**src/rtl/barker_pkg.sv**
```systemverilog
// Shared Barker-11 constants and transmit FSM state type (also used by the correlator).
// Latency: n/a (package).
// Backpressure: n/a (package).
package barker_pkg;

  localparam int BARKER_LEN = 11;
  localparam logic [BARKER_LEN-1:0] BARKER11 = 11'b11100010010;

  typedef enum logic [1:0] {
    IDLE,
    PREAMBLE,
    DATA,
    GAP
  } tx_state_t;

endpackage

```
**src/rtl/barker_chip_seq.sv**
```systemverilog
// Chip counter plus code lookup: walks CODE MSB first, wrapping at the symbol boundary.
// Latency: chip is combinational from the registered index; index steps one cycle after advance.
// Backpressure: index holds whenever advance is low.
//
// Ports:
//   i_clk, i_rst  clock, asynchronous active-high reset
//   advance       step to the next chip (wraps CODE_LEN-1 -> 0)
//   clear         force the index back to chip 0 (wins over advance)
//   chip          current code chip, CODE[CODE_LEN-1-chip_idx]
//   chip_idx      current chip index
//   wrap          current chip is the last one of the code word
module barker_chip_seq
  import barker_pkg::*;
#(
  parameter int                    CODE_LEN = BARKER_LEN,
  parameter logic [CODE_LEN-1:0]   CODE     = BARKER11,
  parameter int                    IDX_W    = $clog2(CODE_LEN)
) (
  input  logic             i_clk,
  input  logic             i_rst,
  input  logic             advance,
  input  logic             clear,
  output logic             chip,
  output logic [IDX_W-1:0] chip_idx,
  output logic             wrap
);

  // Bit-reversed copy so chip n can be picked with a plain index.
  logic [CODE_LEN-1:0] code_rev;

  always_comb begin
    code_rev = '0;
    for (int n = 0; n < CODE_LEN; n++) begin
      code_rev[n] = CODE[CODE_LEN-1-n];
    end
  end

  assign chip = code_rev[chip_idx];
  assign wrap = (chip_idx == IDX_W'(CODE_LEN - 1));

  always_ff @(posedge i_clk or posedge i_rst) begin
    if (i_rst) begin
      chip_idx <= '0;
    end else if (clear) begin
      chip_idx <= '0;
    end else if (advance) begin
      chip_idx <= wrap ? '0 : chip_idx + 1'b1;
    end
  end

endmodule

```
**src/rtl/barker_spreader.sv**
```systemverilog
// Spreads 1-bit AXI-Stream symbols into Barker chips (inverted code for a 0), with a per-frame preamble.
// Latency: first chip valid one cycle after the first symbol of a frame is accepted.
// Backpressure: m_tready low freezes all state; s_tready only opens on the last chip of a symbol.
//
// Ports:
//   i_clk, i_rst        clock, asynchronous active-high reset
//   s_tdata/s_tvalid/s_tlast/s_tready   symbol input stream (s_tlast marks end of frame)
//   m_tdata/m_tvalid/m_tready           chip output stream
//   m_tlast             last chip of the last symbol of a frame
//   m_tuser             chip 0 of every data symbol (never during the preamble)
//   o_underrun          one-cycle pulse when a mid-frame symbol boundary found no symbol waiting
module barker_spreader
  import barker_pkg::*;
#(
  parameter int                  CODE_LEN      = BARKER_LEN,
  parameter logic [CODE_LEN-1:0] CODE          = BARKER11,
  parameter int                  PREAMBLE_REPS = 2
) (
  input  logic i_clk,
  input  logic i_rst,
  input  logic s_tdata,
  input  logic s_tvalid,
  input  logic s_tlast,
  output logic s_tready,
  output logic m_tdata,
  output logic m_tvalid,
  input  logic m_tready,
  output logic m_tlast,
  output logic m_tuser,
  output logic o_underrun
);

  localparam int IDX_W = $clog2(CODE_LEN);
  // Keep the repetition counter at least one bit wide so REPS=0 still elaborates.
  localparam int REP_W = (PREAMBLE_REPS > 0) ? $clog2(PREAMBLE_REPS + 1) : 1;
  localparam logic [REP_W-1:0] REP_LAST =
    REP_W'((PREAMBLE_REPS > 0) ? PREAMBLE_REPS - 1 : 0);

  tx_state_t        state_q, state_d;
  logic [REP_W-1:0] rep_q, rep_d;
  logic             sym_q, sym_d;
  logic             last_q, last_d;
  logic             underrun_d;

  logic             advance;
  logic             clear;
  logic             chip;
  logic [IDX_W-1:0] chip_idx;
  logic             wrap;

  barker_chip_seq #(
    .CODE_LEN (CODE_LEN),
    .CODE     (CODE),
    .IDX_W    (IDX_W)
  ) u_chip_seq (
    .i_clk    (i_clk),
    .i_rst    (i_rst),
    .advance  (advance),
    .clear    (clear),
    .chip     (chip),
    .chip_idx (chip_idx),
    .wrap     (wrap)
  );

  always_ff @(posedge i_clk or posedge i_rst) begin
    if (i_rst) begin
      state_q    <= IDLE;
      rep_q      <= '0;
      sym_q      <= 1'b0;
      last_q     <= 1'b0;
      o_underrun <= 1'b0;
    end else begin
      state_q    <= state_d;
      rep_q      <= rep_d;
      sym_q      <= sym_d;
      last_q     <= last_d;
      o_underrun <= underrun_d;
    end
  end

  always_comb begin
    state_d    = state_q;
    rep_d      = rep_q;
    sym_d      = sym_q;
    last_d     = last_q;
    advance    = 1'b0;
    clear      = 1'b0;
    underrun_d = 1'b0;
    m_tvalid   = 1'b0;
    m_tdata    = 1'b0;
    m_tuser    = 1'b0;
    m_tlast    = 1'b0;
    s_tready   = 1'b0;

    unique case (state_q)
      IDLE: begin
        // Reset holds the FSM here; keep the input closed while it is asserted.
        s_tready = !i_rst;
        if (s_tvalid && !i_rst) begin
          sym_d   = s_tdata;
          last_d  = s_tlast;
          rep_d   = '0;
          clear   = 1'b1;
          state_d = (PREAMBLE_REPS > 0) ? PREAMBLE : DATA;
        end
      end

      PREAMBLE: begin
        m_tvalid = 1'b1;
        m_tdata  = chip;
        if (m_tready) begin
          advance = 1'b1;
          if (wrap) begin
            if (rep_q == REP_LAST) begin
              state_d = DATA;
            end else begin
              rep_d = rep_q + 1'b1;
            end
          end
        end
      end

      DATA: begin
        m_tvalid = 1'b1;
        m_tdata  = ~(chip ^ sym_q);
        m_tuser  = (chip_idx == '0);
        m_tlast  = last_q && wrap;
        // Open the input exactly on the boundary handshake so the next symbol follows without a bubble.
        s_tready = wrap && m_tready && !last_q;
        if (m_tready) begin
          advance = 1'b1;
          if (wrap) begin
            if (last_q) begin
              state_d = IDLE;
            end else if (s_tvalid) begin
              sym_d  = s_tdata;
              last_d = s_tlast;
            end else begin
              state_d    = GAP;
              underrun_d = 1'b1;
            end
          end
        end
      end

      GAP: begin
        s_tready = !i_rst;
        if (s_tvalid && !i_rst) begin
          sym_d   = s_tdata;
          last_d  = s_tlast;
          clear   = 1'b1;
          state_d = DATA;
        end
      end

      default: begin
        state_d = IDLE;
      end
    endcase
  end

endmodule

```
**config.mk**
```make
export PLATFORM = sky130hd
export DESIGN_NAME = barker_spreader
export DESIGN_NICKNAME = d
export VERILOG_FILES = /design/src/rtl/barker_pkg.sv /design/src/rtl/barker_chip_seq.sv /design/src/rtl/barker_spreader.sv
export SDC_FILE = /design/constraint.sdc
export NUM_CORES = 1
export LEC_CHECK = 0
export BUFFER_PORTS_ARGS = -buffer_cell sky130_fd_sc_hd__buf_2
export CAP_MARGIN = 5
export CORE_MARGIN = 2
export CORE_UTILIZATION = 55
export CTS_BUF_LIST = sky130_fd_sc_hd__clkbuf_16
export DETAILED_ROUTE_END_ITERATION = 6
export GPL_TIMING_DRIVEN = 1
export PLACE_DENSITY = 0.8
export SYNTH_ARGS = -nofsm -noshare
export SYNTH_HDL_FRONTEND = slang
export SYNTH_HIERARCHICAL = 1
export SYNTH_SLANG_ARGS = --single-unit
```
**constraint.sdc**
```tcl
create_clock -name i_clk -period 2.85 [get_ports i_clk]
set_clock_uncertainty 0.15 [all_clocks]
set_input_delay 0.57 -clock i_clk [delete_from_list [all_inputs] [get_ports i_clk]]
set_output_delay 0.57 -clock i_clk [all_outputs]
set_load 0.005 [all_outputs]
```
==> flow_metrics.py <==
metrics = {
    "run_status": {
        "status": "completed",
    },
    "detailed_routing": {
        "first_pass_iters": 4,
        "vias": 713,
        "drc_errors": 0,
        "viasPerCell": 5.80,
        "drt_wl_total_um": 1830,
        "wire_per_inst_um": 14.9,
        "drtAntennaViolNets": 0,
        "drtIter0Drc": 10,
    },
    "clock_network": {
        "clkTransAtPathRegs_ns": 0.04,
        "post_cts_buffers": 0,
        "cts.sinks": 11,
        "htree_levels": 1,
        "cts.path.max_buffers": 2,
        "hold_buffers": 0,
        "cts.repair.resized": 0,
        "cts_buffers": 3,
        "cts_tree": "built",
        "clk_latency_ns": 0.24,
        "cts_root_buf": "clkbuf_16",
    },
    "die": {
        "die_w_um": 43.2,
        "die_h_um": 43.2,
        "rows": 14,
        "initial_utilization_pct": 57.6,
        "die-area_um2": 1870,
        "io_pins": 12,
        "core_um2": 1470,
    },
    "pwr": {
        "p_int_mw": 0.655,
        "powerDensity_nw_per_um2": 1070,
        "combinationalPowerShare_pct": 48.9,
        "sequentialPowerShare_pct": 27.4,
        "static-leakage-power_nw": 0.468,
        "p_sw_share_pct": 38.2,
        "peakVddDrop_mv": 0.681,
        "pwr-share-clk_pct": 23.7,
        "power.switching_mw": 0.405,
    },
    "critical_path": {
        "crit_type": "reg -> out",
        "worstPathArrival_ns": 1.81,
        "reg2reg_depth": 6,
        "r2r_setup_slack_ns": 0.73,
        "endpoint_kind": "output port",
        "crit_start": "u_chip_seq/chip_idx[0]",
        "startpoint_type": "register",
        "critPathMaxFanout": 11,
        "r2r-start": "state_q[1]",
        "critPathRequiredTime_ns": 2.13,
        "reg2reg_to": "u_chip_seq/chip_idx[3]",
        "worstSetupEndpoint": "m_tdata",
    },
    "worst_hold_path": {
        "hold_class": "in -> async",
    },
    "global_route": {
        "grt_max_degree": 12,
        "grt_use_total_pct": 22.9,
        "grt_pass1_vias": 738,
        "grt_overflow": 0,
        "antenna_found_initial": 0,
        "grt_pass1_wl_um": 3180,
    },
    "timing": {
        "slew_headroom_pct": 81.0,
        "hold_ws_ns": 0.115,
        "min_period_ns": 2.53,
        "worst_slew_pin_slew_ns": 0.281,
        "setup_tns_ns": 0,
        "setup_viol": 0,
        "rsz0062_at_grt": "no",
        "drv_slew": 0,
        "final_hold_viol_count": 0,
        "fin_crit_sh_pct": 88.8,
        "fmax_ghz": 0.395,
    },
    "yosys": {
        "synth-simple-area-share_pct": 26.7,
        "synth_seq_cells": 11,
        "synth_top_family_by_area": "simple AND/OR/NAND/NOR gates",
        "ys_warn_count": 6,
        "synth_top_cell_by_area": "dfrtp_1",
        "synth_nets": 107,
        "synth_seq_area_share_pct": 32.5,
        "async_flop_share_pct": 100,
        "ys_types": 37,
        "synthAdderAreaFrac_pct": 11.8,
        "syn_inst": 93,
        "ys.flop_type": "dfrtp_1",
        "syn-cell-area_um2": 847,
        "synthMuxAreaShare_pct": 6.06,
        "synthXorXnorAreaFrac_pct": 2.07,
        "syn_area_per_cell_um2": 9.11,
        "synth-edff-count": 0,
        "synth_compound_area_share_pct": 16.0,
        "yosysTopAreaCellShare_pct": 32.5,
        "synthTopCellsByArea": "dfrtp_1 (32%), ha_1 (12%), nand3b_1 (4.4%)",
    },
    "placed_design": {
        "hpwlAfterDp_um": 1350,
        "io_buffers": 11,
        "gp_congestion": 0.844,
    },
    "job": {
        "maxCapViolations": 0,
    },
    "finish": {
        "n_fill_cell": 126,
        "area_growth_pct": 17.3,
        "n_antenna_cell": 0,
        "layout.nets": 122,
        "drive_gt1_share_pct": 22.4,
    },
}
worst max-delay path: stages, from the launching register on:
cell,delay (ns)
dfrtp_1,0.50
mux2_2,0.37
a31oi_1,0.24
xnor2_1,0.16
a22oi_1,0.09
nor2b_1,0.11
buf_2,0.11
cells in the mapped netlist, types with 2 or more instances:
cell type / number
mux2_4: 2
a31oi_1: 2
o21ai_0: 5
dfrtp_1: 11
nand3b_1: 5
a21oi_1: 3
inv_1: 9
ha_1: 8
nor2b_1: 4
nor2_1: 7
nand2b_1: 3
a22oi_1: 3
nand2_1: 5
nand3_1: 2
and2_1: 2
through the flow:
step                      setup slack [ns]  instance area [µm²]  util, %  std cells  power [mW]
after floorplan                      0.796                  847        -         93       0.686
after global routing                 0.178                  993     67.5        123        1.14
after global placement               0.643                  915     62.2        119       0.787
after CTS                            0.315                  993     67.5        123        1.06
after detailed placement             0.572                  915     62.2        119       0.808
final                                0.318                  993     67.5        123        1.06
worst min path at each step:
stage,from,to,slack (ns),cells past startpoint
3_5_place_dp,i_rst,u_chip_seq/chip_idx[1],0.36,2
2_1_floorplan,i_rst,u_chip_seq/chip_idx[0],0.19,1
6_report,i_rst,u_chip_seq/chip_idx[1],0.12,2
5_1_grt,i_rst,u_chip_seq/chip_idx[1],0.13,2
3_3_place_gp,i_rst,u_chip_seq/chip_idx[1],0.35,2
4_1_cts,i_rst,u_chip_seq/chip_idx[1],0.12,2
logic make-up (layout without fill, tap and decap cells):
family          count (synthesis)  in the layout
flops                          11             11
fa+ha+maj                       8              8
compound gates                 20             20
simple gates                   38             38
xor+xnor                        2              2
buf+inv                        10             24
mux                             4              4
registers in the layout, indices dropped and copies added (netlist names):
register	cells
last_q	1
o_underrun	1
rep_q	2
state_q	2
sym_q	1
u_chip_seq/chip_idx	4
metal layers:
layer	vias to the layer above	track usage (%)	part of all wire, %
li1	354	-	-
met1	342	28.4	45
met2	13	38.5	50
met3	4	4.26	3.0
met4	0	9.70	1.5
met5	-	0	0
cells in the final DEF, fill, tap and decap left out, drive strengths merged, types with 2 or more instances in the layout:
cell type	n
a21o	2
a21oi	3
a22oi	3
a31oi	2
and2	2
buf	11
clkbuf	3
dfrtp	11
ha	8
inv	10
mux2	3
nand2	6
nand2b	4
nand3	3
nand3b	5
nor2	8
nor2b	4
o21ai	7
power by group through the flow:
stage | sequential [mW] | clock [mW] | combinational [mW]
final | 0.291 | 0.251 | 0.518
after global routing | 0.302 | 0.264 | 0.578
after CTS | 0.290 | 0.254 | 0.521
after detailed placement | 0.292 | 0 | 0.516
after global placement | 0.286 | 0 | 0.501
after floorplan | 0.261 | 0 | 0.425
final cells by class:
type	count	area, µm²	share of cell area (%)
clock buffer	3	75.1	7.56
timing repair buffer	11	55.1	5.54
tap	16	20.0	2.02
multi-input combinational	72	531	53.4
clock inverter	1	3.75	0.378
sequential	11	275	27.7
inverter	9	33.8	3.40
(Power assumes the default switching activity.)
